--- src/rtl/spi_burst_master.sv ---
// Full-duplex SPI burst master paced by the divided_clk tick enable.
// Optional free-running poll mode: define SPI_BURST_AUTO_POLL_EN.
module spi_burst_master #(
    parameter int NUM_BYTES   = 5,
    parameter int START_DELAY = 30,
    parameter int BYTE_GAP    = 20,
    parameter int CPOL        = 0
) (
    input  logic                   clk,
    input  logic                   rst,
    input  logic                   divided_clk,
    input  logic                   start,
    input  logic [8*NUM_BYTES-1:0] tx_data,
    input  logic                   miso,
    output logic                   ss,
    output logic                   sck,
    output logic                   mosi,
    output logic                   busy,
    output logic                   valid,
    output logic [8*NUM_BYTES-1:0] data
);

    localparam int W       = 8 * NUM_BYTES;
    localparam int MAX_SD  = (START_DELAY > 16) ? START_DELAY : 16;
    localparam int MAX_CNT = (BYTE_GAP > MAX_SD) ? BYTE_GAP : MAX_SD;
    localparam int CW      = $clog2(MAX_CNT) + 1;
    localparam int BW      = $clog2(NUM_BYTES) + 1;
    localparam logic IDLE_LVL = (CPOL != 0);

    typedef enum logic [2:0] {
        S_IDLE,
        S_START,
        S_BYTE,
        S_GAP,
        S_END
    } state_t;

    state_t          state, state_nxt;
    logic [CW-1:0]   cnt, cnt_nxt;
    logic [BW-1:0]   bidx, bidx_nxt;
    logic [W-2:0]    tx_rem, tx_rem_nxt;
    logic [W-1:0]    rx_sr, rx_sr_nxt;
    logic [W-1:0]    data_nxt;
    logic            ss_nxt, sck_nxt, mosi_nxt, busy_nxt, valid_nxt;
    logic            go;

`ifdef SPI_BURST_AUTO_POLL_EN
    logic unused_start;
    assign unused_start = start;
    assign go           = divided_clk;
`else
    assign go = start;
`endif

    always_ff @(posedge clk or posedge rst) begin
        if (rst) begin
            state  <= S_IDLE;
            cnt    <= '0;
            bidx   <= '0;
            tx_rem <= '0;
            rx_sr  <= '0;
            ss     <= 1'b1;
            sck    <= IDLE_LVL;
            mosi   <= 1'b1;
            busy   <= 1'b0;
            valid  <= 1'b0;
            data   <= '0;
        end else begin
            state  <= state_nxt;
            cnt    <= cnt_nxt;
            bidx   <= bidx_nxt;
            tx_rem <= tx_rem_nxt;
            rx_sr  <= rx_sr_nxt;
            ss     <= ss_nxt;
            sck    <= sck_nxt;
            mosi   <= mosi_nxt;
            busy   <= busy_nxt;
            valid  <= valid_nxt;
            data   <= data_nxt;
        end
    end

    always_comb begin
        state_nxt  = state;
        cnt_nxt    = cnt;
        bidx_nxt   = bidx;
        tx_rem_nxt = tx_rem;
        rx_sr_nxt  = rx_sr;
        ss_nxt     = ss;
        sck_nxt    = sck;
        mosi_nxt   = mosi;
        busy_nxt   = busy;
        valid_nxt  = 1'b0;
        data_nxt   = data;

        case (state)
            S_IDLE: begin
                if (go) begin
                    // MSB goes straight to mosi; tx_rem holds the bits still to send
                    tx_rem_nxt = tx_data[W-2:0];
                    mosi_nxt   = tx_data[W-1];
                    ss_nxt     = 1'b0;
                    busy_nxt   = 1'b1;
                    cnt_nxt    = '0;
                    bidx_nxt   = '0;
                    rx_sr_nxt  = '0;
                    state_nxt  = S_START;
                end
            end

            S_START: begin
                if (divided_clk) begin
                    if (cnt == CW'(START_DELAY - 1)) begin
                        cnt_nxt   = '0;
                        state_nxt = S_BYTE;
                    end else begin
                        cnt_nxt = cnt + 1'b1;
                    end
                end
            end

            S_BYTE: begin
                if (divided_clk) begin
                    if (!cnt[0]) begin
                        sck_nxt = ~IDLE_LVL;
                        cnt_nxt = cnt + 1'b1;
                    end else begin
                        // trailing phase: sample, then present next bit (1s fill past the end)
                        sck_nxt    = IDLE_LVL;
                        rx_sr_nxt  = {rx_sr[W-2:0], miso};
                        mosi_nxt   = tx_rem[W-2];
                        tx_rem_nxt = {tx_rem[W-3:0], 1'b1};
                        if (cnt == CW'(15)) begin
                            cnt_nxt = '0;
                            if (bidx == BW'(NUM_BYTES - 1)) begin
                                state_nxt = S_END;
                            end else begin
                                bidx_nxt  = bidx + 1'b1;
                                state_nxt = S_GAP;
                            end
                        end else begin
                            cnt_nxt = cnt + 1'b1;
                        end
                    end
                end
            end

            S_GAP: begin
                if (divided_clk) begin
                    if (cnt == CW'(BYTE_GAP - 1)) begin
                        cnt_nxt   = '0;
                        state_nxt = S_BYTE;
                    end else begin
                        cnt_nxt = cnt + 1'b1;
                    end
                end
            end

            S_END: begin
                if (divided_clk) begin
                    ss_nxt    = 1'b1;
                    mosi_nxt  = 1'b1;
                    data_nxt  = rx_sr;
                    valid_nxt = 1'b1;
                    busy_nxt  = 1'b0;
                    state_nxt = S_IDLE;
                end
            end

            default: begin
                state_nxt = S_IDLE;
            end
        endcase
    end

endmodule
--- config.mk ---
export PLATFORM = sky130hd
export DESIGN_NAME = spi_burst_master
export DESIGN_NICKNAME = d
export VERILOG_FILES = /design/src/rtl/spi_burst_master.sv
export SDC_FILE = /design/constraint.sdc
export NUM_CORES = 1
export LEC_CHECK = 0
export CAP_MARGIN = 10
export CORE_AREA = 2 2 113 115
export DETAILED_ROUTE_END_ITERATION = 10
export DIE_AREA = 0 0 115 117
export GPL_ROUTABILITY_DRIVEN = 0
export PLACE_DENSITY_LB_ADDON = 0.25
export SLEW_MARGIN = 20
export SYNTH_ARGS = -nofsm -noshare
export SYNTH_HDL_FRONTEND = slang
export SYNTH_SLANG_ARGS = --single-unit
export TNS_END_PERCENT = 10
--- constraint.sdc ---
create_clock -name clk -period 5 [get_ports clk]
set_input_delay 1.25 -clock clk [delete_from_list [all_inputs] [get_ports clk]]
set_output_delay 1.25 -clock clk [all_outputs]
set_load 0.05 [all_outputs]
== After elaboration in Yosys (flattened, before gate mapping) ==
Cells that the tools add are included.

* Output and inout port bits: 45
* Bits in registers: 137

* Reductions and logical operators: 13
* Eq/ne operators: 18
* $add $sub $neg: 2
* Mux-type cells: 47

{| class="wikitable"
|+ Operators by type and width
! kind !! count
|-
| $mux 40 || 3
|-
| $mux 39 || 3
|-
| $pmux 40 s2 || 1
|-
| $pmux 39 s2 || 1
|-
| $mux 6 || 8
|-
| $mux 3 || 10
|-
| $pmux 6 s4 || 1
|-
| $mux 4 || 5
|-
| $ne 2x2->1 const B || 10
|-
| $pmux 3 s5 || 1
|-
| $eq 6x5->1 const B || 2
|-
| $mux 1 || 10
|-
| $reduce_and 5->1 || 2
|-
| $reduce_and 9->1 || 1
|-
| $pmux 4 s2 || 1
|-
| $add 6x1->6 const B || 1
|-
| $eq 3x2->1 const B || 2
|-
| $eq 6x4->1 const B || 1
|-
| $reduce_and 6->1 || 1
|-
| $add 4x1->4 const B || 1
|-
| $eq 4x3->1 const B || 1
|-
| $pmux 1 s2 || 2
|-
| $reduce_and 2->1 || 2
|-
| $reduce_and 4->1 || 1
|-
| other kinds (8) || 9
|}

== Logic depth before layout (Yosys ltp) ==
* Word-level depth: 6
* Depth in mapped cells: 8
* Mapped depth without buffers: 7

== Worst setup path before layout ==
No wires, ideal clock.

* Kind: input to register
* From: input port divided_clk
* To: register data[20]
* Data required time: 4.875 ns
* Cell stages on the path: 5
* Slack: 2.603 ns
* Arrival: 2.272 ns
* Library setup time: 0.125 ns
* Cell sequence: buf_2 -> inv_1 -> nor2_2 -> buf_2 -> mux2_2

* Longest elaborated chain between the ends: 1

{| class="wikitable"
|+ Ends and longest elaborated chain
! element !! line !! text
|-
| from (decl) || 11 || <nowiki>input logic divided_clk,</nowiki>
|-
| $reduce_and 2->1 (no source line) || n/a ||
|-
| to (signal assigned) || 79 || <nowiki>data <= data_nxt;</nowiki>
|-
| to (decl) || 20 || <nowiki>output logic [8*NUM_BYTES-1:0] data</nowiki>
|}

No other way between the ends.
A chain may end at the register's enable or synchronous reset.

== Final worst setup path ==
* From: input port divided_clk
* To: register data[29]

The elaborated chain is that of the path after synthesis.

==> reports/results.ini <==
[finish]
area.growth.synth_to_final_pct=26.9
fin_area_sq_um=7490
diodes=0
drive_gt1_share_pct=8.54
layoutNonFillerInstCount=794
fin_nets=680
fillers=1016

[outcome]
status=completed

[synth]
yosysSeqAreaShare_pct=58.1
synth_edf_count=0
ys_types=44
ys.flop_type=dfrtp_1
syn_nets=601
synthArstFlopShare_pct=100
yosysWarnings=0
synth-seq-cells=137
synth_area_sq_um=5900
syn_area_per_cell_sq_um=10.7
synthCells=552

[die]
num_rows=41
die_h_microns=117
start_util_pct=48.0
die_area_sq_um=13500
core_sq_um=12300
io_pins=90
die_w_microns=115

[placement]
place_inst=761
dpl_cell_area_sq_um=6890
post-dp-hpwl_microns=7550
port_buffers=89

[timing]
max_freq_mhz=316
rsz0062_at_grt=no
post-route-period-util_pct=63.3
relSlewSlack_pct=43.2
tightest_slew_ns=0.851
finalMaxSlewViolations=0
skew_ns=0.00679
hold_viol=0
finalSetupViolCount=0
layout_min_cycle_time_ns=3.16
fin_tns_setup_ns=0

[clocking]
cts_resized=0
cts_max_level=4
postCtsSetupBuffers=0
cts_sinks=137
hold_buffers=0
clk_pin_slew_ns=0.05
clockBufferDepth=2
clk_latency_ns=0.42
cts_root_buf=clkbuf_16
numCtsBuffers=17
cts_tree=done

[critical_path]
criticalPathCategory=primary input to flip-flop
critPathBufInv=3
crit_required_ns=5.29
cp.arrival_ns=3.46
crit_chain=clkdlybuf4s50_1 -> inv_1 -> nor2_4 -> buf_4 -> mux2_1
worst_setup_path_end_kind=flip-flop
slowest_delay_ns=0.72
cp_top_family=buffers and inverters
critical_path.max_fanout=25
start_kind=primary input
slowest_stage=clkdlybuf4s50_1

[global_route]
grt_max_degree=118
overflow=0
antenna_found_initial=0
grt_pass1_vias=4100
grt_first_pass_wirelength_microns=19700
grt_util_all_layers_pct=18.9

[drt]
via_per_inst=5.32
wirelength_microns=11900
dr.pass1.iters=4
drc=0
vias=4224
ant_nets=0
drt_iter0_markers=296
wl_per_cell_microns=14.9

[power]
p_leak_nw=3.50
power_density_nw_per_um2=375
vdd_drop_max_mv=0.250

[run]
drv_cap=0

[hold_path]
worst_hold_path_type=flip-flop to flip-flop

==> per-layer routing <==
metal	track usage, %	vias up	share of wire, %
met2	30.2	105	50
met3	5.66	23	4.7
met5	0	-	0
met4	8.76	0	2.1
met1	23.8	2057	43
li1	-	2039	-
==> final cells by class <==
| cell class | instances | area [sq um] | area share [%] |
|---|---|---|---|
| sequential | 137 | 3430 | 45.8 |
| multi-input combinational | 369 | 2290 | 30.5 |
| timing repair buffer | 96 | 963 | 12.9 |
| clock buffer | 24 | 462 | 6.16 |
| tap | 150 | 188 | 2.50 |
| clock inverter | 8 | 120 | 1.60 |
| inverter | 10 | 42.5 | 0.568 |
==> cell families after synthesis <==
kind of cell / share of synthesized area [%]
AOI/OAI and AO/OA: 7.01
xor gates and xnor gates: 0.593
adders and majority gates: 0.848
buffers and inverters: 3.60
DFF: 58.1
muxes: 14.2
and+or+nand+nor: 15.6
==> cell usage after synthesis (2+ instances only) <==
library cell | instances | share of area (%)
dfrtp_1 | 135 | 57
ha_1 | 4 | 0.85
buf_2 | 19 | 1.6
a211oi_1 | 2 | 0.25
nor2_1 | 8 | 0.51
buf_4 | 2 | 0.25
clkbuf_1 | 12 | 0.76
a31oi_1 | 3 | 0.32
mux2_2 | 14 | 2.7
xor2_1 | 3 | 0.45
mux2_1 | 26 | 5.0
a21oi_1 | 5 | 0.42
inv_1 | 10 | 0.64
o21ai_0 | 5 | 0.42
o21ai_1 | 46 | 3.9
nor4b_1 | 3 | 0.45
nand3_1 | 46 | 3.9
o22ai_1 | 3 | 0.32
dfstp_2 | 2 | 0.89
mux2i_1 | 39 | 6.6
nand2_1 | 137 | 8.7
nand2b_1 | 4 | 0.42
o41ai_1 | 3 | 0.45
==> registers in the layout, indices dropped and copies added, names as in the netlist <==
signal / count
sck: 1
tx_rem: 39
bidx: 4
mosi: 1
busy: 1
rx_sr: 40
ss: 1
data: 40
cnt: 6
state: 3
valid: 1
==> through the flow <==
step | hold slack, ns | utilization [%] | power, mW | setup WS, ns
floorplan | 0.433 | - | 1.48 | 0.0855
global placement | 0.451 | 55.9 | 1.57 | 1.46
detailed placement | 0.455 | 55.9 | 1.59 | 1.39
CTS | 0.468 | 60.7 | 2.83 | 1.85
global route | 0.501 | 60.9 | 2.94 | 1.73
finish | 0.469 | 60.9 | 2.81 | 1.84
==> where the power goes <==
group | internal, mW | total (mW) | switching, mW | leakage (nW)
sequential | 1.23 | 1.32 | 0.0908 | 1.83
combinational | 0.119 | 0.254 | 0.135 | 1.39
clock | 0.794 | 1.24 | 0.444 | 0.278
==> path summary, 6_finish.rpt <==
check / end / slack, ns / from / cells after the start
hold / removal: tx_rem[0] / 0.47 / tx_rem[0] / 2
setup reg to reg: cnt[3] / 2.40 / state[1] / 6
min in group asynchronous: data[19] / 1.42 / rst / 2
max in group asynchronous: ss / 2.73 / rst / 3
setup / recovery: data[29] / 1.84 / divided_clk / 5
hold reg to reg: tx_rem[0] / 0.47 / tx_rem[0] / 2
==> placed cells by master (no fill, tap or decap), drive strengths merged, types with 2 or more instances in the layout <==
cell / synthesis / routed
dfrtp: 135 / 135
nand2: 137 / 137
inv: 10 / 10
mux2i: 39 / 39
clkbuf: 13 / 24
nand3: 46 / 46
o21ai: 51 / 51
a31oi: 3 / 3
clkinv: 0 / 3
clkdlybuf4s50: 0 / 89
nand2b: 4 / 4
xor2: 3 / 3
o41ai: 3 / 3
nor4b: 3 / 3
bufinv: 0 / 3
ha: 4 / 4
o22ai: 3 / 3
mux2: 40 / 40
nor2: 9 / 9
a21oi: 5 / 5
buf: 23 / 7
clkinvlp: 0 / 2
dfstp: 2 / 2
a211oi: 3 / 3
==> tightest hold or removal path: cells and delay by family (launching register included) <==
family / cells / cell delay, ns
and+or+nand+nor: 2 / 0.10
DFF: 1 / 0.34
Power figures use the tool's default switching activity.
